==> src/rtl/button_conditioner_pkg.sv <==
// Shared definitions for the pushbutton conditioning path: default clock
// rate, debounce FSM state encoding and a ms-to-cycles helper.
package button_conditioner_pkg;

    localparam int CLK_IN_DEFAULT = 50_000_000;

    // Encodings are fixed so that downstream blocks decoding the state agree.
    typedef enum logic [1:0] {
        ST_RELEASED     = 2'd0,
        ST_PRESS_PEND   = 2'd1,
        ST_HELD         = 2'd2,
        ST_RELEASE_PEND = 2'd3
    } bc_state_e;

    // Number of clock cycles in a span of milliseconds.
    // Divides first so large clock rates stay within 32 bits.
    function automatic int ms_to_cycles(input int clk_hz, input int ms);
        return (clk_hz / 1000) * ms;
    endfunction

endpackage

==> src/rtl/sync_2ff.sv <==
// Two-flop synchroniser for asynchronous inputs, with a configurable value
// loaded on synchronous reset. Shared with the digit-entry path.
module sync_2ff #(
    parameter int               WIDTH     = 1,
    parameter logic [WIDTH-1:0] RESET_VAL = '0
) (
    input  logic             i_clk,
    input  logic             i_reset,
    input  logic [WIDTH-1:0] i_d,
    output logic [WIDTH-1:0] o_q
);

    logic [WIDTH-1:0] s0_q;
    logic [WIDTH-1:0] s1_q;

    // Two register stages to resolve metastability on the raw input.
    always_ff @(posedge i_clk) begin
        if (i_reset) begin
            s0_q <= RESET_VAL;
            s1_q <= RESET_VAL;
        end else begin
            s0_q <= i_d;
            s1_q <= s0_q;
        end
    end

    assign o_q = s1_q;

endmodule

==> src/rtl/button_conditioner.sv <==
// Turns one raw button level into a debounced level plus one-cycle press,
// release and long-press pulses. All outputs are registered.
module button_conditioner
    import button_conditioner_pkg::*;
#(
    parameter int CLK_IN      = CLK_IN_DEFAULT,
    parameter int DEBOUNCE_MS = 20,
    parameter int LONG_MS     = 2000,
    parameter bit ACTIVE_LOW  = 1'b0
) (
    input  logic i_clk,
    input  logic i_reset,
    input  logic i_sig,
    output logic o_level,
    output logic o_pe,
    output logic o_ne,
    output logic o_long
);

    localparam int DB_CYC   = ms_to_cycles(CLK_IN, DEBOUNCE_MS);
    localparam int LONG_CYC = ms_to_cycles(CLK_IN, LONG_MS);
    localparam int DB_W     = $clog2(DB_CYC + 1);
    localparam int LONG_W   = $clog2(LONG_CYC + 1);

    localparam logic [DB_W-1:0]   DB_LAST   = DB_W'(DB_CYC - 1);
    localparam logic [DB_W-1:0]   DB_ONE    = DB_W'(1);
    localparam logic [LONG_W-1:0] LONG_LAST = LONG_W'(LONG_CYC - 1);
    localparam logic [LONG_W-1:0] LONG_MAX  = LONG_W'(LONG_CYC);

    if (DB_CYC < 1) begin : g_bad_db
        $error("button_conditioner: debounce time is shorter than one clock cycle");
    end
    if (LONG_CYC < 1) begin : g_bad_long
        $error("button_conditioner: long-press time is shorter than one clock cycle");
    end

    logic               sync_s;
    logic               raw_s;
    logic               long_fire_s;
    logic [LONG_W-1:0]  long_next_s;

    bc_state_e          state_q;
    logic [DB_W-1:0]    db_cnt_q;
    logic [LONG_W-1:0]  long_cnt_q;
    logic               level_q;
    logic               pe_q;
    logic               ne_q;
    logic               long_q;

    sync_2ff #(
        .WIDTH     (1),
        .RESET_VAL (1'b0)
    ) u_sync (
        .i_clk   (i_clk),
        .i_reset (i_reset),
        .i_d     (i_sig),
        .o_q     (sync_s)
    );

    // Polarity is normalised after the synchroniser so the FSM sees 1 = pressed.
    assign raw_s = sync_s ^ ACTIVE_LOW;

    // Long-hold counter step: saturates so the pulse can only fire once per press.
    always_comb begin
        long_fire_s = (long_cnt_q == LONG_LAST);
        if (long_cnt_q == LONG_MAX) begin
            long_next_s = long_cnt_q;
        end else begin
            long_next_s = long_cnt_q + LONG_W'(1);
        end
    end

    // Debounce FSM with debounce/long counters and registered outputs.
    always_ff @(posedge i_clk) begin
        if (i_reset) begin
            state_q    <= ST_RELEASED;
            db_cnt_q   <= '0;
            long_cnt_q <= '0;
            level_q    <= 1'b0;
            pe_q       <= 1'b0;
            ne_q       <= 1'b0;
            long_q     <= 1'b0;
        end else begin
            pe_q   <= 1'b0;
            ne_q   <= 1'b0;
            long_q <= 1'b0;
            case (state_q)
                ST_RELEASED: begin
                    if (raw_s) begin
                        if (DB_CYC == 1) begin
                            state_q    <= ST_HELD;
                            level_q    <= 1'b1;
                            pe_q       <= 1'b1;
                            long_cnt_q <= '0;
                            db_cnt_q   <= '0;
                        end else begin
                            state_q  <= ST_PRESS_PEND;
                            db_cnt_q <= DB_ONE;
                        end
                    end
                end
                ST_PRESS_PEND: begin
                    if (!raw_s) begin
                        state_q  <= ST_RELEASED;
                        db_cnt_q <= '0;
                    end else if (db_cnt_q == DB_LAST) begin
                        state_q    <= ST_HELD;
                        level_q    <= 1'b1;
                        pe_q       <= 1'b1;
                        long_cnt_q <= '0;
                        db_cnt_q   <= '0;
                    end else begin
                        db_cnt_q <= db_cnt_q + DB_ONE;
                    end
                end
                ST_HELD: begin
                    if (!raw_s && (DB_CYC == 1)) begin
                        // Immediate release: the long pulse is not allowed to coincide with o_ne.
                        state_q  <= ST_RELEASED;
                        level_q  <= 1'b0;
                        ne_q     <= 1'b1;
                        db_cnt_q <= '0;
                    end else begin
                        long_cnt_q <= long_next_s;
                        long_q     <= long_fire_s;
                        if (!raw_s) begin
                            state_q  <= ST_RELEASE_PEND;
                            db_cnt_q <= DB_ONE;
                        end
                    end
                end
                ST_RELEASE_PEND: begin
                    if (raw_s) begin
                        // Release bounce: return to HELD without restarting the long timer.
                        state_q    <= ST_HELD;
                        db_cnt_q   <= '0;
                        long_cnt_q <= long_next_s;
                        long_q     <= long_fire_s;
                    end else if (db_cnt_q == DB_LAST) begin
                        state_q  <= ST_RELEASED;
                        level_q  <= 1'b0;
                        ne_q     <= 1'b1;
                        db_cnt_q <= '0;
                    end else begin
                        db_cnt_q   <= db_cnt_q + DB_ONE;
                        long_cnt_q <= long_next_s;
                        long_q     <= long_fire_s;
                    end
                end
                default: begin
                    state_q    <= ST_RELEASED;
                    db_cnt_q   <= '0;
                    long_cnt_q <= '0;
                    level_q    <= 1'b0;
                end
            endcase
        end
    end

    assign o_level = level_q;
    assign o_pe    = pe_q;
    assign o_ne    = ne_q;
    assign o_long  = long_q;

endmodule

==> config.mk <==
export PLATFORM = sky130hd
export DESIGN_NAME = button_conditioner
export DESIGN_NICKNAME = d
export VERILOG_FILES = /design/src/rtl/button_conditioner_pkg.sv /design/src/rtl/sync_2ff.sv /design/src/rtl/button_conditioner.sv
export SDC_FILE = /design/constraint.sdc
export NUM_CORES = 1
export LEC_CHECK = 0
export BUFFER_PORTS_ARGS = -buffer_cell sky130_fd_sc_hd__buf_2
export CAP_MARGIN = 25
export CELL_PAD_IN_SITES_DETAIL_PLACEMENT = 1
export CELL_PAD_IN_SITES_GLOBAL_PLACEMENT = 1
export CORE_ASPECT_RATIO = 0.5
export CORE_MARGIN = 1
export CORE_UTILIZATION = 25
export DETAILED_ROUTE_END_ITERATION = 16
export HOLD_SLACK_MARGIN = 0.02
export PLACE_DENSITY = 0.49
export SLEW_MARGIN = 20
export SYNTH_ARGS = -nofsm -noshare
export SYNTH_HDL_FRONTEND = slang
export SYNTH_SLANG_ARGS = --single-unit
==> constraint.sdc <==
create_clock -name i_clk -period 2.9 [get_ports i_clk]
set_clock_uncertainty 0.15 [all_clocks]
set_input_delay 0.29 -clock i_clk [delete_from_list [all_inputs] [get_ports i_clk]]
set_output_delay 0.29 -clock i_clk [all_outputs]
set_load 0.02 [all_outputs]
# == After elaboration in Yosys (flattened, before gate mapping) ==
# Cells that the tools add are included.
# word_totals
reg_bits,55
inputBits,3
output_inout_bits,4
wordCells,66
# classes
add_sub_neg,2
eq_ne,15
n_mux,28
n_bitwise,3
reduce_logical,9
# op_table
op,count
2-to-1 mux 27 bit,5
2-to-1 mux 20 bit,5
one-hot mux 27 bit (3 select lines),1
one-hot mux 20 bit (4 select lines),1
equality test 27 bit (second input constant),2
adder 27 x 1 -> 27 bit (second input constant),1
adder 20 x 1 -> 20 bit (second input constant),1
equality test 20 bit (second input constant),1
2-to-1 mux 2 bit,6
inequality test 2 bit (second input constant),4
one-hot mux 2 bit (4 select lines),1
AND reduction 4 bit,2
2-to-1 mux 1 bit,7
inequality test 3 x 2 -> 1 bit (second input constant),2
OR reduction 3 bit,2
AND reduction 5 bit,1
equality test 2 bit (second input constant),2
inequality test 2 x 1 -> 1 bit (second input constant),2
one-hot mux 1 bit (2 select lines),2
inequality test 3 bit (second input constant),1
inverter 1 bit,3
nonzero test 3 bit,1
equality test 2 x 1 -> 1 bit (second input constant),1
zero test 2 bit,1
2 further kinds,2

# == Logic depth before layout (Yosys ltp) ==
# logic_depth
ltp_word,5
depth_mapped,8
mapped_depth_nobuf,7

# == By module ==
# Synthesis repeated with hierarchy kept, for this count alone.
# unflattened
hier_cells,382
hier_area_um2,3010.4
# modules_own_cells
mod,instances,cells_each,area_each_um2,seq_area_each_um2
button_conditioner,1,378,2957.8,1061.0
sync_2ff,1,4,52.6,40.0

# == Least setup slack after synthesis ==
# OpenSTA, ideal clock, no wires.
# synth_timing
path_kind,register -> register
startpoint,register db_cnt_q[0]
endpoint,register long_cnt_q[25]
arrival_ns,2.233
required_ns,2.628
setup_slack_ns,0.395
path_stages_with_launch,8
path_buffers,0
path_cell_list,dfxtp_1 ha_1 nand3_2 or4_4 or3_4 and3b_4 and3_1 a221o_1
# synth_via
elab_chain_cells,3
word_cells_on_any_way,4
cone_classes,3 x eq/ne; 1 x reduce/logical
# synth_lines
item,line,text
"start, declared",button_conditioner.sv:43,logic [DB_W-1:0] db_cnt_q;
"start signal, assigned",button_conditioner.sv:113,db_cnt_q <= db_cnt_q + DB_ONE;
"start signal, assigned",button_conditioner.sv:145,db_cnt_q <= db_cnt_q + DB_ONE;
equality test 20 bit (*),"button_conditioner.sv:106, button_conditioner.sv:139",
inequality test 3 x 2 -> 1 bit (no source line) or inequality test 2 bit (tied branches),--,
AND reduction 4 bit (no source line) (*),--,
"end signal, assigned",button_conditioner.sv:124,long_cnt_q <= long_next_s;
"end signal, assigned",button_conditioner.sv:137,long_cnt_q <= long_next_s;
"end signal, assigned",button_conditioner.sv:146,long_cnt_q <= long_next_s;
"end, declared",button_conditioner.sv:44,logic [LONG_W-1:0] long_cnt_q;
# Every way passes the cells marked *; elsewhere a longest branch is shown, timed or not.
# A chain may end at the register's enable or synchronous reset.

# == Worst setup path in the final report ==
# layout_timing
startpoint,register db_cnt_q[0]
endpoint,register long_cnt_q[3]
# The elaborated chain is that of the path after synthesis.

==> results.ini <==
[hold_path]
hold_depth = 2
holdPathEnd = u_sync.s0_q$_SDFF_PP0_
hp-class = in2reg
worstHoldStart = i_sig

[floorplanning]
fp.dieW_um = 154
die_h_um = 77.8
ioPinCount = 7
core_area_sq_um = 11100
fp-row-count = 27
design.die.area_sq_um = 12000
start_util = 0.259

[place]
post-place-ws_ns = 0.193
placed_area_sq_um = 3110
gp_congestion = 0.749
hpwl_um = 5850
portBuffers = 6
dpl.cell_count = 496

[routing]
viasPerCell = 5.37
wirelength_um = 8290
detail_route.wl_per_cell_um = 16.4
first_pass_iters = 4
drtIter0Drc = 145
drc = 0
ant_nets = 0
route.vias.total = 2705

[sta]
finalHoldViolations = 0
clock.fmax_ghz = 0.366
drv_slew = 0
slew_headroom = 0.568
post-route-period-util = 0.941
timing.final.ws_setup_ns = 0.171
worst_pin_slew_ns = 0.644
setup_viol = 0
tns_ns = 0
min_period_ns = 2.73
rsz0062_at_grt = no

[logic_synthesis]
seq_area_frac_synth = 0.383
synthCells = 351
syn_area_sq_um = 2880
avgSynthCellArea_sq_um = 8.19
yosys_most_used_dff = dfxtp_1
synth_fp_nets = 357
async_flop_share = 0
ys.warnings.count = 0
synth-edff-count = 0
synth_cell_types = 52
ys_ff_latch = 55

[cts]
post-cts-setup-buffer-count = 0
cts_tree = built
cts_buffers = 5
cts.sinks = 55
clk_pin_slew_worst_paths_ns = 0.07
hold_buffers = 0
htreeDepth = 2
cts_root_buf = clkbuf_16
insertion_delay_ns = 0.30
clk_path_buf_depth = 2

[critical_path]
timing.critical_path.cells = ha_1 -> nand3_2 -> or4_4 -> or3_4 -> and3_1 -> a41oi_1 -> a311oi_1
cp-start-kind = flip-flop
rrSetupSlack_ns = 0.17
worst-path-max-fanout = 8
cpPeakStageDelay_ns = 0.58
arrival_ns = 2.75
cp.required_ns = 2.92
worst_setup_path_end_kind = flip-flop
r2r_end = long_cnt_q[3]$_SDFFE_PP0P_
cpLargestDelayFamily = simple AND/OR/NAND/NOR gates
r2r_start = db_cnt_q[0]$_SDFFE_PP0P_
reg2regPathDepth = 7
slowest_stage = or4_4
cp_num_buf_inv = 0
crit_type = reg2reg

[layout]
design_area_sq_um = 3280
mostFrequentLayoutCells = dfxtp_1 (55), nand2_1 (38), nor2_1 (34)
final_cells = 504
nets = 364
syn2layout_area_growth_pct = 14.1
drive_gt1_frac = 0.114
num_antenna_cells = 0
layout_commonest_cell = dfxtp_1

[global_routing]
antenna_found_initial = 0
grt_pass1_vias = 2789
grt_start_max_net_pins = 38
grt_pass1_wl_um = 14200
overflow = 0
grt_usage = 0.148

[job]
maxCapViolCount = 0

[power_and_ir_drop]
ir_drop_mv = 0.210
p_leak_uw = 0.00101
powerDensity_nw_per_um2 = 447

[status]
status = finished clean

cell usage after synthesis, drive strengths merged, types with 4 or more instances:
master  count  area [sq um]
nand2      38           143
inv        10          37.5
nor3       12          65.1
buf         6          36.3
a41oi       6          52.6
a21oi      22           110
a311oi     16           140
nand3      20           105
nor2       34           128
a211oi     11          82.6
xnor2       8          70.1
a31oi       7          43.8
and3        8          50.1
o211a       4          40.0
nor2b       6          37.5
dfxtp      55          1100
nand4      13          81.3
nor4        7          50.1
clkbuf     14          53.8
o21ai      12          60.1
area by class of cell:
class / instances / area [sq um]
Clock buffer: 8 / 156
Timing Repair Buffer: 20 / 148
Multi-Input combinational cell: 266 / 1660
Tap cell: 145 / 181
Sequential cell: 55 / 1100
Inverter: 10 / 37.5
Fill cell: 1317 / 7800
worst max path at each step:
stage | startpoint | to | slack [ns] | depth (start not counted)
detailed placement | db_cnt_q[0]$_SDFFE_PP0P_ | long_cnt_q[3]$_SDFFE_PP0P_ | 0.19 | 7
global placement | db_cnt_q[0]$_SDFFE_PP0P_ | long_cnt_q[3]$_SDFFE_PP0P_ | 0.28 | 7
CTS | db_cnt_q[0]$_SDFFE_PP0P_ | long_cnt_q[3]$_SDFFE_PP0P_ | 0.20 | 7
finish | db_cnt_q[0]$_SDFFE_PP0P_ | long_cnt_q[3]$_SDFFE_PP0P_ | 0.17 | 7
global route | db_cnt_q[0]$_SDFFE_PP0P_ | long_cnt_q[12]$_SDFFE_PP0P_ | 0.01 | 7
floorplan | db_cnt_q[0]$_SDFFE_PP0P_ | long_cnt_q[25]$_SDFFE_PP0P_ | 0.40 | 7
per-stage QoR:
| step | utilization | hold WS [ns] | total power [uW] |
|---|---|---|---|
| 4_1_cts | 0.295 | 0.0633 | 1490 |
| 3_5_place_dp | 0.281 | 0.305 | 832 |
| 5_1_grt | 0.296 | 0.0708 | 1530 |
| 3_3_place_gp | 0.281 | 0.283 | 830 |
| 2_1_floorplan | - | 0.264 | 812 |
| 6_report | 0.296 | 0.0615 | 1470 |
layer usage:
layer	global-route usage	wire length, um
met5	0	0
met4	0.0300	63
met3	0.0318	210
met2	0.251	3810
met1	0.193	4200
where the power goes:
part / internal [uW] / switching [uW]
Sequential: 759 / 4.91
Clock: 369 / 284
Combinational: 14.4 / 34.3
flip-flops by register name (all words and copies together), names as in the netlist, named ones only:
register and count:
db_cnt_q 20, state_q 1, o_level 1, long_cnt_q 27, u_sync.o_q 1, o_pe 1
o_ne 1, u_sync.s0_q 1, o_long 1
what timing repair did:
action / CTS / global route
resized for setup: 0 / 1
setup endpoints to repair: 0 / 1
hold endpoints to repair: 0 / 0
cell families (layout without fill, tap and decap cells):
logic type                 Yosys count  in the layout  synth area share
DFF                                 55             55             0.383
xor gates and xnor gates             9              9            0.0274
AOI/OAI and AO/OA                   95             95             0.240
and+or+nand+nor                    158            158             0.288
adders and majority gates            3              3            0.0131
muxes                                1              1           0.00392
buffers and inverters               30             38            0.0444
Power figures use the tool's default switching activity.
